===== src/rtl/bcd_defs.sv =====
// Shared BCD digit limit and active-low {g..a} seven-segment patterns for the tick counter.
package bcd_defs;

    localparam logic [3:0] BCD_MAX = 4'd9;

    localparam logic [6:0] SEG_0 = 7'b1000000;
    localparam logic [6:0] SEG_1 = 7'b1111001;
    localparam logic [6:0] SEG_2 = 7'b0100100;
    localparam logic [6:0] SEG_3 = 7'b0110000;
    localparam logic [6:0] SEG_4 = 7'b0011001;
    localparam logic [6:0] SEG_5 = 7'b0010010;
    localparam logic [6:0] SEG_6 = 7'b0000010;
    localparam logic [6:0] SEG_7 = 7'b1111000;
    localparam logic [6:0] SEG_8 = 7'b0000000;
    localparam logic [6:0] SEG_9 = 7'b0010000;

    function automatic logic [6:0] seg_of(input logic [3:0] d);
        case (d)
            4'd0:    return SEG_0;
            4'd1:    return SEG_1;
            4'd2:    return SEG_2;
            4'd3:    return SEG_3;
            4'd4:    return SEG_4;
            4'd5:    return SEG_5;
            4'd6:    return SEG_6;
            4'd7:    return SEG_7;
            4'd8:    return SEG_8;
            default: return SEG_9;
        endcase
    endfunction

endpackage


===== src/rtl/bcd_digit.sv =====
// One BCD digit with inc/dec/load/clear; wrap flags a step that rolls over wrap_at/0.
// With SEG_DECODE_EN defined, also drives a registered active-low segment pattern.
module bcd_digit (
    input  logic       CLK,
    input  logic       rst_n,
    input  logic       inc,
    input  logic       dec,
    input  logic       ld,
    input  logic       clr,
    input  logic [3:0] ld_val,
    input  logic [3:0] wrap_at,
`ifdef SEG_DECODE_EN
    output logic [6:0] seg,
`endif
    output logic [3:0] digit,
    output logic       wrap
);
`ifdef SEG_DECODE_EN
    import bcd_defs::*;
`endif

    logic [3:0] digit_nxt;

    assign wrap = (inc && digit == wrap_at) || (dec && digit == 4'd0);

    always_comb begin
        digit_nxt = digit;
        if (clr)
            digit_nxt = 4'd0;
        else if (ld)
            digit_nxt = ld_val;
        else if (inc)
            digit_nxt = wrap ? 4'd0 : digit + 4'd1;
        else if (dec)
            digit_nxt = wrap ? wrap_at : digit - 4'd1;
    end

    always_ff @(posedge CLK or negedge rst_n) begin
        if (!rst_n) begin
            digit <= 4'd0;
`ifdef SEG_DECODE_EN
            seg   <= SEG_0;
`endif
        end else begin
            digit <= digit_nxt;
`ifdef SEG_DECODE_EN
            seg   <= seg_of(digit_nxt);
`endif
        end
    end

endmodule


===== src/rtl/tick_bcd_counter.sv =====
// Two-digit BCD up/down counter stepped by rising edges of tick_in, sampled in the CLK domain.
// Optional SEG_DECODE_EN adds registered active-low seven-segment outputs per digit.
module tick_bcd_counter #(
    parameter int MAX_TENS = 9,
    parameter int MAX_ONES = 9
) (
    input  logic       CLK,
    input  logic       rst_n,
    input  logic       tick_in,
    input  logic       en,
    input  logic       up_dn,
    input  logic       clear,
    input  logic       load,
    input  logic [7:0] load_val,
`ifdef SEG_DECODE_EN
    output logic [6:0] seg_tens,
    output logic [6:0] seg_ones,
`endif
    output logic [7:0] count,
    output logic       carry
);
    import bcd_defs::*;

    localparam logic [3:0] MT = 4'(MAX_TENS);
    localparam logic [3:0] MO = 4'(MAX_ONES);

    function automatic logic [7:0] clamp_load(input logic [7:0] v);
        logic [3:0] t;
        logic [3:0] o;
        t = (v[7:4] > BCD_MAX) ? BCD_MAX : v[7:4];
        o = (v[3:0] > BCD_MAX) ? BCD_MAX : v[3:0];
        if ({t, o} > {MT, MO})
            return {MT, MO};
        return {t, o};
    endfunction

    logic       s1, s2, s3;
    logic       step, adv;
    logic       ones_inc, ones_dec, ones_wrap;
    logic       tens_inc, tens_dec, tens_wrap;
    logic [3:0] ones, tens;
    logic [3:0] ones_wrap_at;
    logic [7:0] ld_clamped;

    // tick_in is asynchronous: two flops to synchronise, a third for the edge detect
    always_ff @(posedge CLK or negedge rst_n) begin
        if (!rst_n) begin
            s1 <= 1'b0;
            s2 <= 1'b0;
            s3 <= 1'b0;
        end else begin
            s1 <= tick_in;
            s2 <= s1;
            s3 <= s2;
        end
    end

    assign step       = s2 & ~s3;
    assign adv        = step & en & ~clear & ~load;
    assign ones_inc   = adv & up_dn;
    assign ones_dec   = adv & ~up_dn;
    assign tens_inc   = ones_inc & ones_wrap;
    assign tens_dec   = ones_dec & ones_wrap;
    assign ld_clamped = clamp_load(load_val);

    // Ones rolls at MAX_ONES only in the top decade; a down wrap from 00 reloads MAX_ONES
    always_comb begin
        ones_wrap_at = BCD_MAX;
        if (up_dn && tens == MT)
            ones_wrap_at = MO;
        else if (!up_dn && tens == 4'd0)
            ones_wrap_at = MO;
    end

    bcd_digit u_ones (
        .CLK     (CLK),
        .rst_n   (rst_n),
        .inc     (ones_inc),
        .dec     (ones_dec),
        .ld      (load),
        .clr     (clear),
        .ld_val  (ld_clamped[3:0]),
        .wrap_at (ones_wrap_at),
`ifdef SEG_DECODE_EN
        .seg     (seg_ones),
`endif
        .digit   (ones),
        .wrap    (ones_wrap)
    );

    bcd_digit u_tens (
        .CLK     (CLK),
        .rst_n   (rst_n),
        .inc     (tens_inc),
        .dec     (tens_dec),
        .ld      (load),
        .clr     (clear),
        .ld_val  (ld_clamped[7:4]),
        .wrap_at (MT),
`ifdef SEG_DECODE_EN
        .seg     (seg_tens),
`endif
        .digit   (tens),
        .wrap    (tens_wrap)
    );

    assign count = {tens, ones};

    // tens only steps when ones wraps, so a tens wrap is a full-counter wrap
    always_ff @(posedge CLK or negedge rst_n) begin
        if (!rst_n)
            carry <= 1'b0;
        else
            carry <= tens_wrap;
    end

endmodule

===== config.mk =====
export PLATFORM = sky130hd
export DESIGN_NAME = tick_bcd_counter
export DESIGN_NICKNAME = d
export VERILOG_FILES = /design/src/rtl/bcd_defs.sv /design/src/rtl/bcd_digit.sv /design/src/rtl/tick_bcd_counter.sv
export SDC_FILE = /design/constraint.sdc
export NUM_CORES = 1
export LEC_CHECK = 0
export CORE_ASPECT_RATIO = 1.1
export CORE_MARGIN = 3
export CORE_UTILIZATION = 45
export CTS_CLUSTER_DIAMETER = 50
export DETAILED_ROUTE_END_ITERATION = 12
export GPL_TIMING_DRIVEN = 0
export PLACE_DENSITY = 0.73
export RECOVER_POWER = 50
export SYNTH_ARGS = -nofsm -noshare
export SYNTH_HDL_FRONTEND = slang
export SYNTH_SLANG_ARGS = --single-unit

===== constraint.sdc =====
create_clock -name CLK -period 3.1 [get_ports CLK]
set_input_delay 0.465 -clock CLK [delete_from_list [all_inputs] [get_ports CLK]]
set_output_delay 0.465 -clock CLK [all_outputs]
set_load 0.005 [all_outputs]

After elaboration in Yosys (flattened, before gate mapping)
Cells that the tools add are included.
{"block": "totals", "wordCells": 54, "output_inout_bits": 9, "in_bits": 15, "register_bits": 12}
{"block": "classes", "muxes": 17, "add_sub_neg": 4, "n_lt_le_gt_ge": 3, "eq_ne": 2, "n_reduce_logical": 10, "bitwise": 12}
{"cell": "4-bit two-way mux", "n": 14}
{"cell": "8-bit two-way mux", "n": 2}
{"cell": "4-bit by 1-bit adder with 4-bit output, second input constant", "n": 2}
{"cell": "1-bit bitwise AND", "n": 8}
{"cell": "4-bit == test, second input constant", "n": 2}
{"cell": "4-bit > comparator, second input constant", "n": 2}
{"cell": "8-bit > comparator, second input constant", "n": 1}
{"cell": "4-bit zero test", "n": 2}
{"cell": "4-bit nonzero test", "n": 2}
{"cell": "4-bit by 1-bit subtractor with 4-bit output, second input constant", "n": 2}
{"cell": "1-bit logical AND", "n": 4}
{"cell": "1-bit NOT", "n": 4}
{"cell": "1-bit logical OR", "n": 2}
{"cell": "1-bit two-way mux", "n": 1}

Longest topological paths before layout
{"block": "depth", "ltp_word": 16, "ltp_mapped": 7}

Modules after synthesis
A second synthesis with hierarchy kept.
{"block": "unflattened", "hier_cells": 148, "hier_area_um2": 1248.7}
{"module": "bcd_digit at u_ones", "area_per_inst_um2": 558.0, "cells_per_inst": 66, "n_inst": 1}
{"module": "bcd_digit at u_tens", "area_per_inst_um2": 464.2, "cells_per_inst": 59, "n_inst": 1}
{"module": "tick_bcd_counter", "area_per_inst_um2": 226.5, "cells_per_inst": 23, "n_inst": 1}

Least setup slack after synthesis
OpenSTA, ideal clock, no wires.
{"block": "synth_path", "kind": "flip-flop to flip-flop", "startpoint": "reg u_tens.digit[0]", "endpoint": "reg u_tens.digit[3]", "arrival_time_ns": 2.005, "n_path_buf": 0, "path_stages_with_launch": 8, "setup_slack_ns": 1.002, "setup_ns": 0.094, "t_required_ns": 3.006, "cell_sequence": "dfrtp_1 > inv_1 > ha_1 > or3b_4 > o41ai_1 > a2bb2oi_1 > or3_1 > a221oi_2"}
{"block": "synth_via", "elab_chain_len": 8, "elab_cells_between_ends": 13, "classes_between": "add/sub (2); eq/ne (1); mux (6); reduce/logical (4)"}
{"element": "from (decl)", "line_no": "bcd_digit.sv:15", "source": "output logic [3:0] digit,"}
{"element": "from (signal assigned)", "line_no": "bcd_digit.sv:45", "source": "digit <= digit_nxt;"}
{"element": "branches (longest 5 deep; another with 4-bit by 1-bit subtractor with 4-bit output)"}
{"element": "4-bit two-way mux (*)", "line_no": "bcd_digit.sv:32", "source": "else if (inc)"}
{"element": "4-bit two-way mux (*)", "line_no": "bcd_digit.sv:30", "source": "else if (ld)"}
{"element": "4-bit two-way mux (*)", "line_no": "bcd_digit.sv:28", "source": "if (clr)"}
Every way passes the cells marked *. The select of a mux whose other input is x is not followed.
A chain may end at the register's enable or synchronous reset.

Worst setup path after layout
{"block": "layout_path", "startpoint": "reg u_ones.digit[0]", "endpoint": "reg u_tens.digit[3]"}
{"block": "layout_via", "elab_chain_len": 11, "elab_cells_between_ends": 17, "classes_between": "eq/ne (1); mux (6); bitwise (2); reduce/logical (8)"}
{"element": "from (decl)", "line_no": "bcd_digit.sv:15"}
{"element": "from (signal assigned)", "line_no": "bcd_digit.sv:45"}
{"element": "4-bit == test / 4-bit zero test (equally long branches)", "line_no": "bcd_digit.sv:24", "source": "assign wrap = (inc && digit == wrap_at) || (dec && digit == 4'd0);"}
{"element": "1-bit logical AND", "line_no": "bcd_digit.sv:24"}
{"element": "1-bit logical OR (*)", "line_no": "bcd_digit.sv:24"}
{"element": "1-bit bitwise AND, on equally long branches", "line_no": "tick_bcd_counter.sv:62, tick_bcd_counter.sv:63"}
{"element": "1-bit logical AND", "line_no": "bcd_digit.sv:24"}
{"element": "1-bit logical OR", "line_no": "bcd_digit.sv:24"}
{"element": "4-bit two-way mux", "line_no": "bcd_digit.sv:35", "source": "digit_nxt = wrap ? wrap_at : digit - 4'd1;"}
{"element": "4-bit two-way mux", "line_no": "bcd_digit.sv:34", "source": "else if (dec)"}
{"element": "4-bit two-way mux", "line_no": "bcd_digit.sv:32"}
{"element": "4-bit two-way mux", "line_no": "bcd_digit.sv:30"}
{"element": "4-bit two-way mux", "line_no": "bcd_digit.sv:28"}
Mark *: on every way between the ends. The rest lies on a longest branch, timed or not. The select of a mux whose other input is x is not followed.

==> impl_metrics.py <==
metrics = {
    "outcome": {
        "status": "finished clean",
    },
    "global_routing": {
        "grt_pass1_wl_um": 4388,
        "antenna_found_initial": 0,
        "grt_max_degree": 13,
        "grt_pass1_vias": 1007,
        "overflow": 0,
        "grt_usage_pct": 19.19,
    },
    "pwr": {
        "leakage_uw": 0.0005342,
        "finalPower_uw": 425.2,
        "peakVddDrop_mv": 0.3682,
        "power.density_nw_per_um2": 323.4,
    },
    "critical_path": {
        "arrival_ns": 2.49,
        "critPathCaptureType": "flop",
        "critical_path_class": "reg2reg",
        "slowest_stage": "or3_1",
        "path_max_fanout": 8,
        "regToRegSetupSlack_ns": 0.79,
        "critPathRequiredTime_ns": 3.28,
        "reg2reg_from": "u_ones.digit[0]$_DFFE_PN0P_",
        "path_cells": "inv_1, ha_1, nor3b_1, o211ai_1, or3_1, a221oi_2",
        "worst-r2r-cell-count": 6,
        "r2r_end": "u_tens.digit[3]$_DFFE_PN0P_",
        "cp_slowest_stage_delay_ns": 0.48,
        "worst_setup_path_start_kind": "flop",
    },
    "detailed_routing": {
        "dr.first_iter.drc_count": 11,
        "vias_per_cell": 5.912,
        "postRouteAntennaNets": 0,
        "routed_wl_um": 2533,
        "drc": 0,
        "detail_route.first_pass.iterations": 4,
        "via_count": 1011,
        "wl_per_cell_um": 14.81,
    },
    "logic_synthesis": {
        "synth_most_common_cell": "dfrtp_1",
        "synth.distinct_cells": 46,
        "synthFlopType": "dfrtp_1",
        "synthTopCellsByCount": "dfrtp_1 (12), a21oi_1 (8), ha_1 (8), nor2_1 (8), inv_1 (7)",
        "synth_edf_count": 0,
        "synth.avg_cell_area_um2": 8.748,
        "synth_area_leaders": "dfrtp_1 (29%), ha_1 (9.8%), a21oi_1 (3.9%)",
        "syn-instance-count": 117,
        "ys.warnings.count": 0,
        "synth_top_area_share_pct": 29.34,
        "synth_seq_area_share_pct": 29.34,
        "synth_nets": 140,
        "yosys.area.top_type": "dfrtp_1",
        "async_flop_share_pct": 100.0,
        "ys_seq_elements": 12,
        "syn_area_um2": 1023,
    },
    "worst_hold_path": {
        "hold_start": "s1$_DFF_PN0_",
        "whs_path_depth": 0,
        "hold_end": "s2$_DFF_PN0_",
        "hold_path.class": "reg2reg",
    },
    "sta": {
        "finalSetupTns_ns": 0,
        "max_slew.worst_pin.slew_ns": 0.5695,
        "slew_headroom_pct": 61.91,
        "hold_violations": 0,
        "setup_viol": 0,
        "max_freq_mhz": 432.1,
        "layout_min_cycle_time_ns": 2.315,
        "fin_crit_sh_pct": 74.66,
        "grt_setup_unrepaired": "no",
        "slew_viol_final": 0,
        "fin_skew_ns": 0.001260,
    },
    "cells_and_area": {
        "nets": 167,
        "layoutNonFillerInstCount": 171,
        "synthToLayoutAreaGrowth_pct": 28.48,
        "antenna_cells": 0,
        "drive_above_1_share_pct": 9.790,
        "fillers": 194,
    },
    "clock_network": {
        "clockRootBuffer": "clkbuf_4",
        "clock_latency_ns": 0.27,
        "tritoncts": "done",
        "path_clk_slew_ns": 0.08,
        "cts_resized": 0,
        "post_cts_buffers": 0,
        "cts.path.max_buffers": 2,
        "ctsHtreeMaxLevel": 1,
        "cts_made_buffers": 3,
        "hold_buffers": 0,
        "clock-sinks": 12,
    },
    "run": {
        "cap_viol_max_count": 0,
    },
    "placed_design": {
        "port_buffers": 22,
        "place_inst": 167,
        "gp_congestion": 0.9086,
        "dp_hpwl_um": 1909,
    },
    "floorplanning": {
        "die_y_um": 56.02,
        "die_width_um": 51.47,
        "coreArea_um2": 2085,
        "io_pins": 24,
        "start_util_pct": 49.10,
        "die_area_um2": 2883,
        "num_rows": 17,
    },
}
==> area by class of cell <==
cell class / count / area, µm² / share of cell area (%)
Tap cell: 28 / 35.03 / 2.664
Sequential cell: 12 / 300.3 / 22.84
Timing Repair Buffer: 22 / 220.2 / 16.75
Buffer: 7 / 45.04 / 3.425
Multi-Input combinational cell: 91 / 651.9 / 49.57
Inverter: 7 / 26.28 / 1.998
Clock buffer: 4 / 36.28 / 2.759
==> cell families after synthesis <==
| family | Yosys count | share of synthesized area, % |
|---|---|---|
| AND/OR/NAND/NOR | 42 | 24.70 |
| adder cells (fa/ha/maj) | 8 | 9.780 |
| XOR/XNOR | 4 | 3.424 |
| flip-flops | 12 | 29.34 |
| AO/OA/AOI/OAI | 35 | 23.84 |
| multiplexers | 2 | 1.956 |
| buffers and inverters | 14 | 6.968 |
==> worst max-delay path, delay by kind of cell, from the launching register on <==
family,cells,cell delay (ns)
AOI/OAI and AO/OA,2,0.54
adders and majority gates,1,0.23
buffers and inverters,1,0.12
DFF,1,0.47
and+or+nand+nor,2,0.85
==> stage by stage <==
step / instance area, µm² / setup slack, ns / util, % / hold slack, ns
3_5_place_dp: 1279 / 0.6098 / 61.34 / 0.3411
4_1_cts: 1315 / 0.8050 / 63.09 / 0.3597
3_3_place_gp: 1279 / 0.6257 / 61.34 / 0.3364
5_1_grt: 1315 / 0.6266 / 63.09 / 0.3722
2_1_floorplan: 1023 / 1.002 / - / 0.1694
6_report: 1315 / 0.7855 / 63.09 / 0.3543
==> flip-flops by register name, indices dropped and copies added (netlist names) <==
signal and count:
u_ones.digit 4, u_tens.digit 4, carry 1, s1 1, s2 1, s3 1
==> worst max path at each step <==
stage                                     start                           to  slack, ns  cells past startpoint
global placement                             en  u_tens.digit[3]$_DFFE_PN0P_       0.63                      6
floorplan           u_tens.digit[0]$_DFFE_PN0P_  u_tens.digit[3]$_DFFE_PN0P_       1.00                      7
global route        u_ones.digit[0]$_DFFE_PN0P_  u_tens.digit[3]$_DFFE_PN0P_       0.63                      6
detailed placement                           en  u_tens.digit[3]$_DFFE_PN0P_       0.61                      6
finish              u_ones.digit[0]$_DFFE_PN0P_  u_tens.digit[3]$_DFFE_PN0P_       0.79                      6
CTS                 u_ones.digit[0]$_DFFE_PN0P_  u_tens.digit[3]$_DFFE_PN0P_       0.80                      6
==> metal layers <==
| metal | vias to the layer above | global-route usage (%) | share of wire (%) |
|---|---|---|---|
| met5 | - | 0 | 0 |
| met1 | 482 | 24.38 | 45 |
| li1 | 482 | - | - |
| met3 | 0 | 5.094 | 6.0 |
| met2 | 47 | 32.73 | 49 |
| met4 | 0 | 2.622 | 0 |
==> cells in the final DEF, fill, tap and decap left out, types with 2 or more instances in the layout <==
| master | n |
|---|---|
| clkbuf_4 | 3 |
| dlygate4sd3_1 | 3 |
| buf_6 | 2 |
| and3_1 | 2 |
| nand2_1 | 5 |
| clkdlybuf4s50_1 | 19 |
| or2_2 | 2 |
| o211ai_1 | 2 |
| ha_1 | 8 |
| nor3_1 | 4 |
| o21a_1 | 2 |
| a31oi_1 | 2 |
| nor3b_1 | 2 |
| dfrtp_1 | 12 |
| xnor2_1 | 3 |
| clkbuf_1 | 4 |
| nand3b_1 | 3 |
| o21ai_0 | 6 |
| mux2i_1 | 2 |
| nand3_1 | 5 |
| inv_1 | 7 |
| nor2_1 | 8 |
| a211oi_1 | 2 |
| a21oi_1 | 8 |
| o32ai_1 | 2 |
==> power by group <==
part / internal (µW) / leakage, µW / switching (µW)
sequential: 165 / 0.000155 / 11.4
clock: 71.4 / 0.0000210 / 53.0
combinational: 66.2 / 0.000358 / 58.7
total: 302 / 0.000534 / 123
No activity file was read; power rests on OpenSTA's default activity.
